<file path="src/rtl/clk_div_pkg.sv">
// Purpose : shared types and constants for the enable-stream clock divider.
// Latency : n/a (definitions only).
// Backpr. : n/a.
package clk_div_pkg;

    // Default width of the divide-ratio register.
    localparam int DIV_WIDTH_DEFAULT = 8;

    // RUN   : counting, en_o pulses once per period.
    // GATED : enable stream stopped, waiting for gate_req_i to drop.
    // WAKE  : single-cycle restart slot before counting resumes from zero.
    typedef enum logic [1:0] {
        ST_RUN   = 2'd0,
        ST_GATED = 2'd1,
        ST_WAKE  = 2'd2
    } clk_div_state_e;

endpackage : clk_div_pkg

</file>
<file path="src/rtl/clk_div_en_gen.sv">
// Purpose : divide-by-N enable generator for a downstream clock-gating cell,
//           with a level request/ack pair that parks the stream low.
// Latency : en_o/gate_ack_o are registered; en_o pulses on the wrap edge.
// Backpr. : div_ready_o only on wrap edges (RUN) or while GATED; never in WAKE.
//
// Ports
//   clk_i        sole clock, rising edge
//   rst_ni       asynchronous active-low reset
//   div_i        requested divide ratio N (0 and 1 both mean divide-by-1)
//   div_valid_i  div_i valid
//   div_ready_o  divider update accepted this cycle (combinational)
//   gate_req_i   level request to stop the enable stream
//   gate_ack_o   enable stream stopped (en_o held low)
//   en_o         registered enable toward the gating latch
module clk_div_en_gen
    import clk_div_pkg::*;
#(
    parameter int DivWidth = DIV_WIDTH_DEFAULT,
    parameter int ResetDiv = 1
) (
    input  logic                clk_i,
    input  logic                rst_ni,
    input  logic [DivWidth-1:0] div_i,
    input  logic                div_valid_i,
    output logic                div_ready_o,
    input  logic                gate_req_i,
    output logic                gate_ack_o,
    output logic                en_o
);

    clk_div_state_e      r_state;
    logic [DivWidth-1:0] r_cnt;
    logic [DivWidth-1:0] r_div_q;
    logic                r_en;
    logic                r_ack;

    clk_div_state_e      w_state_nxt;
    logic [DivWidth-1:0] w_cnt_nxt;
    logic [DivWidth-1:0] w_div_nxt;
    logic                w_en_nxt;
    logic                w_ack_nxt;

    logic [DivWidth-1:0] w_div_eff;
    logic                w_wrap;
    logic                w_div_ready;
    logic                w_div_load;

    // A stored ratio of zero is treated as divide-by-1.
    assign w_div_eff   = (r_div_q == '0) ? DivWidth'(1) : r_div_q;
    assign w_wrap      = (r_state == ST_RUN) && (r_cnt == w_div_eff - DivWidth'(1));
    // Updates land only where they cannot truncate or stretch a period:
    // on the wrap edge (counter restarts anyway) or while parked.
    assign w_div_ready = (r_state == ST_GATED) || w_wrap;
    assign w_div_load  = w_div_ready && div_valid_i;

    always_comb begin
        w_state_nxt = r_state;
        w_cnt_nxt   = r_cnt;
        w_en_nxt    = 1'b0;
        w_ack_nxt   = r_ack;
        w_div_nxt   = w_div_load ? div_i : r_div_q;

        case (r_state)
            ST_RUN: begin
                if (w_wrap) begin
                    w_cnt_nxt = '0;
                    // gate_req_i is only looked at here, so short requests
                    // between wrap edges are ignored by construction.
                    if (gate_req_i) begin
                        w_state_nxt = ST_GATED;
                        w_ack_nxt   = 1'b1;
                    end else begin
                        w_en_nxt = 1'b1;
                    end
                end else begin
                    w_cnt_nxt = r_cnt + DivWidth'(1);
                end
            end
            ST_GATED: begin
                w_cnt_nxt = '0;
                if (!gate_req_i) begin
                    w_state_nxt = ST_WAKE;
                    w_ack_nxt   = 1'b0;
                end
            end
            ST_WAKE: begin
                w_state_nxt = ST_RUN;
                w_cnt_nxt   = '0;
            end
            default: begin
                w_state_nxt = ST_RUN;
                w_cnt_nxt   = '0;
                w_ack_nxt   = 1'b0;
            end
        endcase
    end

    always_ff @(posedge clk_i or negedge rst_ni) begin
        if (!rst_ni) begin
            r_state <= ST_RUN;
            r_cnt   <= '0;
            r_div_q <= DivWidth'(ResetDiv);
            r_en    <= 1'b0;
            r_ack   <= 1'b0;
        end else begin
            r_state <= w_state_nxt;
            r_cnt   <= w_cnt_nxt;
            r_div_q <= w_div_nxt;
            r_en    <= w_en_nxt;
            r_ack   <= w_ack_nxt;
        end
    end

    assign div_ready_o = w_div_ready;
    // Straight from flops so the gating latch never sees a combinational glitch.
    assign en_o        = r_en;
    assign gate_ack_o  = r_ack;

endmodule : clk_div_en_gen
</file>
<file path="config.mk">
export PLATFORM = sky130hd
export DESIGN_NAME = clk_div_en_gen
export DESIGN_NICKNAME = d
export VERILOG_FILES = /design/src/rtl/clk_div_pkg.sv /design/src/rtl/clk_div_en_gen.sv
export SDC_FILE = /design/constraint.sdc
export NUM_CORES = 1
export LEC_CHECK = 0
export CAP_MARGIN = 40
export CORE_ASPECT_RATIO = 0.9
export CORE_UTILIZATION = 53
export CTS_CLUSTER_SIZE = 40
export DETAILED_ROUTE_END_ITERATION = 10
export PLACE_DENSITY = 0.77
export SYNTH_ARGS = -nofsm -noshare
export SYNTH_HDL_FRONTEND = slang
export SYNTH_SLANG_ARGS = --single-unit
</file>
<file path="constraint.sdc">
create_clock -name clk_i -period 3.2 [get_ports clk_i]
set_input_delay 0.32 -clock clk_i [delete_from_list [all_inputs] [get_ports clk_i]]
set_output_delay 0.32 -clock clk_i [all_outputs]
set_load 0.005 [all_outputs]
</file>
Yosys cells after proc, flatten, opt, wreduce, memory -nomap -nowiden
Index checks and enable logic that the tools add are counted.
- register bits: 20
- output and inout port bits: 3
- add/sub/neg operators: 2
- eq/ne operators: 6
- mux-type cells: 14
- bitwise gates (word level): 1
- reduce and logical (&&, ||, !) cells: 7
- operators with widths (operator ; count):
    $mux W8 ; 3
    $add A8 B1 Y8 const B ; 1
    $eq A8 B8 Y1 ; 1
    $logic_not A8 Y1 ; 1
    $sub A8 B1 Y8 const B ; 1
    $mux W1 ; 6
    $mux W2 ; 3
    $ne A2 B2 Y1 const B ; 3
    $pmux W2 S2 ; 1
    $reduce_and A4 Y1 ; 1
    $pmux W1 S3 ; 1
    $reduce_and A3 Y1 ; 1
    $eq A2 B1 Y1 const B ; 1
    $eq A2 B2 Y1 const B ; 1
    $logic_and A1 B1 Y1 ; 2
    $logic_not A2 Y1 ; 1
    $logic_or A1 B1 Y1 ; 1
    $not A1 Y1 ; 1

Depth between registers and ports, before layout
Gate-level depths: netlist (run 1).
- depth in word-level cells: 7
- depth in mapped cells: 10
- gate-level depth less buffers: 10

Worst setup path before layout (run 1)
Ideal clock, no wire load.
- path kind: register to output
- start point: reg r_div_q[2]
- end point: out div_ready_o
- arrival time: 2.613 ns
- path slack: 0.267 ns
- cell stages (with the launch flop): 11
- buffers on the path: 0
- cell sequence: dfrtp_1 -> nor4_1 -> and3_1 -> nor2_1 -> ha_1 -> o21ba_2 -> a221oi_1 -> a41oi_1 -> a211oi_2 -> nand2_1 -> a21oi_1
- cells in the longest elaborated chain, start to end: 6
- ends and longest elaborated chain (what ; line ; source):
    start: declaration ; clk_div_en_gen.sv:33 ; logic [DivWidth-1:0] r_div_q;
    start signal: assignment ; clk_div_en_gen.sv:102 ; r_div_q <= DivWidth'(ResetDiv);
    start signal: assignment ; clk_div_en_gen.sv:108 ; r_div_q <= w_div_nxt;
    $logic_not A8 Y1 ; clk_div_en_gen.sv:49 ; assign w_div_eff = (r_div_q == '0) ? DivWidth'(1) : r_div_q;
    $mux W8 (*) ; clk_div_en_gen.sv:49 ;
    $sub A8 B1 Y8 (*) ; clk_div_en_gen.sv:50 ; assign w_wrap = (r_state == ST_RUN) && (r_cnt == w_div_eff - DivWidth'(1));
    $eq A8 B8 Y1 (*) ; clk_div_en_gen.sv:50 ;
    $logic_and A1 B1 Y1 (*) ; clk_div_en_gen.sv:50 ;
    $logic_or A1 B1 Y1 (*) ; clk_div_en_gen.sv:53 ; assign w_div_ready = (r_state == ST_GATED) || w_wrap;
    end: declaration ; clk_div_en_gen.sv:25 ; output logic div_ready_o,
Mark *: on every way between the ends. The rest lies on a longest branch, timed or not.

Worst setup path after layout (run 1)
- start point: reg r_div_q[2]
- end point: reg r_div_q[5]
- cells in the longest elaborated chain, start to end: 7
- ends and longest elaborated chain (what ; line ; source):
    $logic_not A8 Y1 ; clk_div_en_gen.sv:49 ;
    $mux W8 (*) ; clk_div_en_gen.sv:49 ;
    $sub A8 B1 Y8 (*) ; clk_div_en_gen.sv:50 ;
    $eq A8 B8 Y1 (*) ; clk_div_en_gen.sv:50 ;
    $logic_and A1 B1 Y1 (*) ; clk_div_en_gen.sv:50 ;
    $logic_or A1 B1 Y1 (*) ; clk_div_en_gen.sv:53 ;
    $logic_and A1 B1 Y1 (*) ; clk_div_en_gen.sv:54 ; assign w_div_load = w_div_ready && div_valid_i;
Marked as above.
A chain may end at the register's enable or synchronous reset.

==> impl_metrics.py, run 1 <==
metrics = {
    "cts": {
        "cts_hold_buf": 0,
        "path_clk_slew_ns": 0.11,
        "cts-root-buf": "sky130_fd_sc_hd__clkbuf_4",
        "clock_sink_count": 20,
        "clk_path_buf_depth": 2,
        "cts_made_buffers": 3,
        "clock_insertion_delay_worst_skew_ns": 0.30,
        "ctsHtreeMaxLevel": 1,
        "tritoncts": "done",
    },
    "cells_and_area": {
        "layoutNonFillerInstCount": 165,
        "most_frequent_cells_in_the_layout": "sky130_fd_sc_hd__buf_4 (21), sky130_fd_sc_hd__dfrtp_1 (19), sky130_fd_sc_hd__clkdlybuf4s50_1 (13)",
        "fill_cells": 114,
        "syn_to_final_growth_pct": 41.7,
        "fin_util_pct": 80.8,
        "post_route_cells_drive_above_1_share_pct": 37.9,
        "design.final.nets": 155,
        "diodes": 0,
        "final_common_cell": "sky130_fd_sc_hd__buf_4",
    },
    "die": {
        "fp.dieArea_um2": 2290,
        "rows": 15,
        "fp.dieW_um": 50.3,
        "core_area_um2": 1950,
        "initial_core_util_pct": 57.1,
        "die_h_um": 45.5,
        "pin_count": 15,
    },
    "sta": {
        "final.min_clock_period_ns": 3.08,
        "finalHoldViolations": 0,
        "timing.final.ws_setup_ns": 0.123,
        "timing.final.setup_violations": 0,
        "maxClockFrequency_mhz": 325,
        "finalClockSkew_ns": 0.00808,
        "post-route-period-util_pct": 96.2,
        "worst_pin_slew_ns": 0.515,
        "slew-limit-headroom_pct": 65.6,
        "final.hold.worst_slack_ns": 0.344,
        "slew_violations": 0,
    },
    "placed_design": {
        "dp_cells": 148,
        "placement.io_buffers": 14,
        "dp_worst_setup_slack_ns": 0.0166,
        "dp.final_hpwl_mm": 1.75,
        "finalWeightedCongestion": 0.804,
    },
    "pwr": {
        "static-leakage-power_nw": 0.692,
        "combinational_power_share_pct": 62.2,
        "total_power_mw": 1.68,
        "peakVddDrop_mv": 0.748,
        "power.density_nw_per_um2": 1070,
        "sequential_share_of_power_pct": 29.1,
        "switchingPower_uw": 679,
        "power_switching_share_pct": 40.3,
        "power.share.clock_pct": 8.6,
        "power.internal_mw": 1.01,
    },
    "logic_synthesis": {
        "yosysTopAreaCell": "sky130_fd_sc_hd__dfrtp_1",
        "yosysTopAreaCellShare_pct": 42.7,
        "synth_seq_area_share_pct": 45.1,
        "synth_async_sr_flop_share_pct": 100,
        "number_of_flops_mapped_to_enable_cells_by_yosys": 0,
        "synthFlopType": "sky130_fd_sc_hd__dfrtp_1",
        "syn_nets": 115,
        "netlist_top_cells_area": "sky130_fd_sc_hd__dfrtp_1 (43%), sky130_fd_sc_hd__mux2_2 (8.1%), sky130_fd_sc_hd__xor2_1 (5.5%)",
        "postSynthCellCount": 101,
        "flop_and_latch_count_out_of_synthesis": 20,
        "postSynthAreaPerCell_um2": 11.0,
        "synth_cell_type_count": 34,
        "yosys_warnings": 0,
        "netlist_area_um2": 1110,
    },
    "routing": {
        "drt-wirelength-per-cell_um": 17.6,
        "drt_iter0_markers": 31,
        "vias": 1011,
        "drt_first_pass_iters": 4,
        "routed_via_density": 6.13,
        "antenna_left": 0,
        "drcViolationCount": 0,
        "total_detailed_routing_wirelength_mm": 2.90,
    },
    "flow_run": {
        "timing.max_cap.violations": 0,
    },
    "grt": {
        "grt_util_all_layers_pct": 27.1,
        "grt_antenna_before_repair": 0,
        "grt_pass1_wl_mm": 4.53,
        "globalRouteOverflowTotal": 0,
        "grt_pass1_vias": 990,
        "grt_start_max_net_pins": 13,
    },
    "setup_path": {
        "end_kind": "register",
        "startpoint_type": "register",
        "required_ns": 3.39,
        "arrival_ns": 3.27,
        "worstPathMaxFanout": 8,
        "criticalPathCategory": "reg2reg",
    },
    "worst_hold_path": {
        "hold_class": "in2async",
    },
    "status": {
        "status": "finished clean",
    },
}
==> cell families after synthesis <==
kind of cell	share of synthesized area, %
buf+inv	1.69
flops	45.1
fa+ha+maj	2.25
mux	8.09
simple gates	17.6
xor+xnor	10.2
compound gates	15.1
==> stage by stage <==
stage          setup TNS [ns]  instance area [um^2]
2_1_floorplan               0                  1110
3_3_place_gp                0                  1350
3_5_place_dp                0                  1360
4_1_cts                     0                  1500
5_1_grt               -0.0245                  1580
6_report                    0                  1580
==> power by group through the flow <==
| stage | Sequential [mW] | Combinational (mW) | Clock, mW |
|---|---|---|---|
| 2_1_floorplan | 0.446 | 0.537 | 0 |
| 3_3_place_gp | 0.465 | 0.730 | 0 |
| 3_5_place_dp | 0.471 | 0.752 | 0 |
| 4_1_cts | 0.468 | 0.889 | 0.150 |
| 5_1_grt | 0.502 | 1.11 | 0.158 |
| 6_report | 0.491 | 1.05 | 0.145 |
==> per-layer routing <==
metal	global-route usage [%]	part of all wire, %	vias up
met5	0	0	-
met4	7.78	1.8	0
met3	7.67	5.9	6
met2	48.5	51	55
met1	32.2	41	495
li1	-	-	455
==> critical path, stage by stage (launching register included) <==
cell and delay (ns):
sky130_fd_sc_hd__dfrtp_1 0.43, sky130_fd_sc_hd__nor4_4 0.32, sky130_fd_sc_hd__and3_4 0.25, sky130_fd_sc_hd__nor2_2 0.05, sky130_fd_sc_hd__ha_4 0.18, sky130_fd_sc_hd__o21ba_4 0.19
sky130_fd_sc_hd__a221oi_2 0.27, sky130_fd_sc_hd__a41oi_2 0.08, sky130_fd_sc_hd__a211oi_2 0.25, sky130_fd_sc_hd__buf_4 0.16, sky130_fd_sc_hd__buf_4 0.09, sky130_fd_sc_hd__buf_4 0.11
sky130_fd_sc_hd__a41oi_4 0.12, sky130_fd_sc_hd__buf_12 0.16, sky130_fd_sc_hd__mux2_4 0.30
==> sequential cells by signal, indices dropped and copies added, names as in the netlist <==
register	count
en_o	1
r_div_q	8
r_state	2
r_cnt	8
gate_ack_o	1
==> worst paths after layout <==
check | from | slack, ns | depth (start not counted) | end
worst max register to register | r_div_q[2]$_DFFE_PN0P_ | 0.12 | 14 | r_div_q[5]$_DFFE_PN0P_
max in group asynchronous | rst_ni | 2.31 | 2 | r_div_q[0]$_DFFE_PN1P_
worst max-delay path | r_div_q[2]$_DFFE_PN0P_ | 0.12 | 14 | r_div_q[5]$_DFFE_PN0P_
min in group clk_i | r_state[0]$_DFFE_PN0P_ | 0.58 | 1 | en_o$_DFF_PN0_
worst min register to register | r_state[0]$_DFFE_PN0P_ | 0.58 | 1 | en_o$_DFF_PN0_
worst min-delay path | rst_ni | 0.34 | 1 | r_div_q[7]$_DFFE_PN0P_
==> cell usage after synthesis, drive strengths merged (2+ instances only) <==
master and n:
nor4 3, nor3 9, nand3 6, and3 4
clkbuf 2, nor2 4, dfrtp 19, a21oi 4
inv 3, nand2 3, a41oi 2, mux2 8
or3 2, ha 2, xor2 7, or4 2
xnor2 6
==> final cells by class <==
class	count	area, um^2	area share (%)
inverters	3	11.3	0.714
well taps	25	31.3	1.98
clock buffers	4	36.3	2.30
flip-flops and latches	20	502	31.8
repair buffers	37	324	20.5
multi-input cells	76	673	42.7
==> timing repair <==
item / in CTS / in global routing
buffers inserted: 13 / 3
setup endpoints to repair: 1 / 17
gates resized for setup: 3 / 15
hold endpoints to repair: 0 / 0
pin swaps: 4 / 10
(Power assumes the default switching activity.)
==> inputs of run 2 (changes only) <==
--- a/config.mk
+++ b/config.mk
@@ -10,6 +10,7 @@
 export CORE_UTILIZATION = 53
 export CTS_CLUSTER_SIZE = 40
 export DETAILED_ROUTE_END_ITERATION = 10
+export HOLD_SLACK_MARGIN = 0.06
 export PLACE_DENSITY = 0.77
 export SYNTH_ARGS = -nofsm -noshare
 export SYNTH_HDL_FRONTEND = slang
==> results of run 2 <==
No change in the layout: final DEF, timing and power equal those of run 1.
==> inputs of run 3 (changes only) <==
--- a/config.mk
+++ b/config.mk
@@ -12,6 +12,8 @@
 export DETAILED_ROUTE_END_ITERATION = 10
 export HOLD_SLACK_MARGIN = 0.06
 export PLACE_DENSITY = 0.77
+export REMOVE_ABC_BUFFERS = 1
+export SKIP_CTS_REPAIR_TIMING = 1
 export SYNTH_ARGS = -nofsm -noshare
 export SYNTH_HDL_FRONTEND = slang
 export SYNTH_SLANG_ARGS = --single-unit
==> impl_metrics.py, run 3 (synthesis gave the netlist of run 1 again) <==
metrics = {
    "routing": {
        "drt-wirelength-per-cell_um": 16.1,
        "dr_wl_met3_um": 120,
        "routed_met1_length_mm": 1.11,
        "antenna_left": 0,
        "drt_iter0_markers": 25,
        "total_detailed_routing_wirelength_mm": 2.50,
        "met2_wirelength_mm": 1.26,
        "vias": 923,
        "drcViolationCount": 0,
        "topRoutingLayerUsed": "met4",
        "drt_first_pass_iters": 4,
        "routed_via_density": 5.92,
    },
    "grt": {
        "grt_pass1_wl_mm": 3.83,
        "globalRouteOverflowTotal": 0,
        "grt_antenna_before_repair": 0,
        "grt_start_max_net_pins": 19,
        "grt_util_all_layers_pct": 23.3,
        "grt_pass1_vias": 846,
    },
    "cts": {
        "cts_made_buffers": 3,
        "tritoncts": "done",
        "ctsHtreeMaxLevel": 1,
        "clock_sink_count": 20,
        "path_clk_slew_ns": 0.12,
        "clk_path_buf_depth": 2,
        "cts-root-buf": "sky130_fd_sc_hd__clkbuf_4",
        "clock_insertion_delay_worst_skew_ns": 0.30,
    },
    "sta": {
        "slew-limit-headroom_pct": 72.3,
        "maxClockFrequency_mhz": 328,
        "final.min_clock_period_ns": 3.05,
        "finalSetupTns_ns": 0,
        "grt_setup_unrepaired": "false",
        "post-route-period-util_pct": 95.4,
        "slew_violations": 0,
        "finalClockSkew_ns": 0.0108,
        "worst_pin_slew_ns": 0.416,
        "finalHoldViolations": 0,
        "timing.final.setup_violations": 0,
    },
    "die": {
        "pin_count": 15,
        "core_area_um2": 1950,
        "die_h_um": 45.5,
        "fp.dieW_um": 50.3,
        "rows": 15,
        "fp.dieArea_um2": 2290,
        "initial_core_util_pct": 57.1,
    },
    "setup_path": {
        "end_kind": "primary output",
        "r2r_cells": 8,
        "criticalPathCategory": "reg2out",
        "worstPathMaxFanout": 5,
        "startpoint_type": "register",
        "regToRegSetupSlack_ns": 0.25,
        "required_ns": 2.88,
        "arrival_ns": 2.73,
    },
    "cells_and_area": {
        "syn_to_final_growth_pct": 31.0,
        "post_route_cells_drive_above_1_share_pct": 29.8,
        "final_common_cell": "sky130_fd_sc_hd__dfrtp_1",
        "final_cell_area_um2": 1460,
        "diodes": 0,
        "design.final.nets": 146,
        "top_regs": "r_cnt x8, r_div_q x8, r_state x2",
        "most_frequent_cells_in_the_layout": "sky130_fd_sc_hd__dfrtp_1 (19), sky130_fd_sc_hd__clkdlybuf4s50_1 (13), sky130_fd_sc_hd__buf_4 (13)",
    },
    "placed_design": {
        "placement.io_buffers": 14,
        "dpl_cell_area_um2": 1350,
        "dp.final_hpwl_mm": 1.76,
        "finalWeightedCongestion": 0.848,
    },
    "worst_hold_path": {
        "hold_class": "in2async",
    },
    "pwr": {
        "power.density_nw_per_um2": 1000,
        "power.internal_uw": 874,
        "power_switching_share_pct": 40.4,
        "total_power_mw": 1.47,
        "static-leakage-power_nw": 0.633,
        "sequential_share_of_power_pct": 33.3,
        "switchingPower_uw": 591,
        "peakVddDrop_mv": 0.694,
        "combinational_power_share_pct": 56.8,
        "power.share.clock_pct": 9.9,
    },
    "status": {
        "status": "finished clean",
    },
    "flow_run": {
        "timing.max_cap.violations": 0,
    },
}
-- run 3: per-stage QoR --
| step | util (%) | setup slack (ns) | instances | hold WS, ns |
|---|---|---|---|---|
| finish | 74.7 | 0.147 | 156 | 0.193 |
| global route | 74.7 | 0.0103 | 156 | 0.180 |
| CTS | 71.2 | -0.440 | 151 | 0.189 |
| detailed placement | 69.3 | -0.0860 | 147 | 0.527 |
| global placement | 68.5 | 0.0962 | 146 | 0.529 |
| floorplan | - | 0.267 | 99 | 0.0244 |
-- run 3: routing by layer --
metal | vias to the layer above | GRT usage [%]
li1 | 432 | -
met1 | 456 | 29.8
met2 | 33 | 38.7
met3 | 2 | 6.00
met4 | 0 | 8.33
met5 | - | 0
-- run 3: layout make-up --
type	instances	area, um^2
tap	25	31.3
sequential	20	502
inverter	3	11.3
timing repair buffer	28	255
clock buffer	4	36.3
multi-input combinational	76	623
fill	144	493
-- run 3: power by group through the flow --
stage | Sequential [mW] | Clock (mW) | Combinational, mW
after CTS | 0.471 | 0.149 | 0.755
after global routing | 0.502 | 0.158 | 0.893
after global placement | 0.472 | 0 | 0.716
final | 0.488 | 0.145 | 0.832
after floorplan | 0.459 | 0 | 0.520
after detailed placement | 0.476 | 0 | 0.750
-- run 3: worst max-delay path, stage by stage (launching register included) --
cell and delay [ns]:
sky130_fd_sc_hd__dfrtp_1 0.42, sky130_fd_sc_hd__nor4_4 0.31, sky130_fd_sc_hd__and3_4 0.23, sky130_fd_sc_hd__nor2_1 0.04
sky130_fd_sc_hd__ha_2 0.21, sky130_fd_sc_hd__o21ba_2 0.20, sky130_fd_sc_hd__a221oi_1 0.29, sky130_fd_sc_hd__a41oi_1 0.08
sky130_fd_sc_hd__a211oi_2 0.25, sky130_fd_sc_hd__nand2_1 0.11, sky130_fd_sc_hd__a21oi_2 0.16, sky130_fd_sc_hd__dlymetal6s2s_1 0.14
-- run 3: path summary, 6_finish.rpt --
check | start | end
max | r_div_q[5]$_DFFE_PN0P_ | div_ready_o
min | rst_ni | r_div_q[7]$_DFFE_PN0P_
max reg2reg | r_div_q[2]$_DFFE_PN0P_ | r_div_q[1]$_DFFE_PN0P_
min reg2reg | r_state[0]$_DFFE_PN0P_ | en_o$_DFF_PN0_
max in group asynchronous | rst_ni | r_cnt[2]$_DFF_PN0_
min in group clk_i | r_state[0]$_DFFE_PN0P_ | en_o$_DFF_PN0_
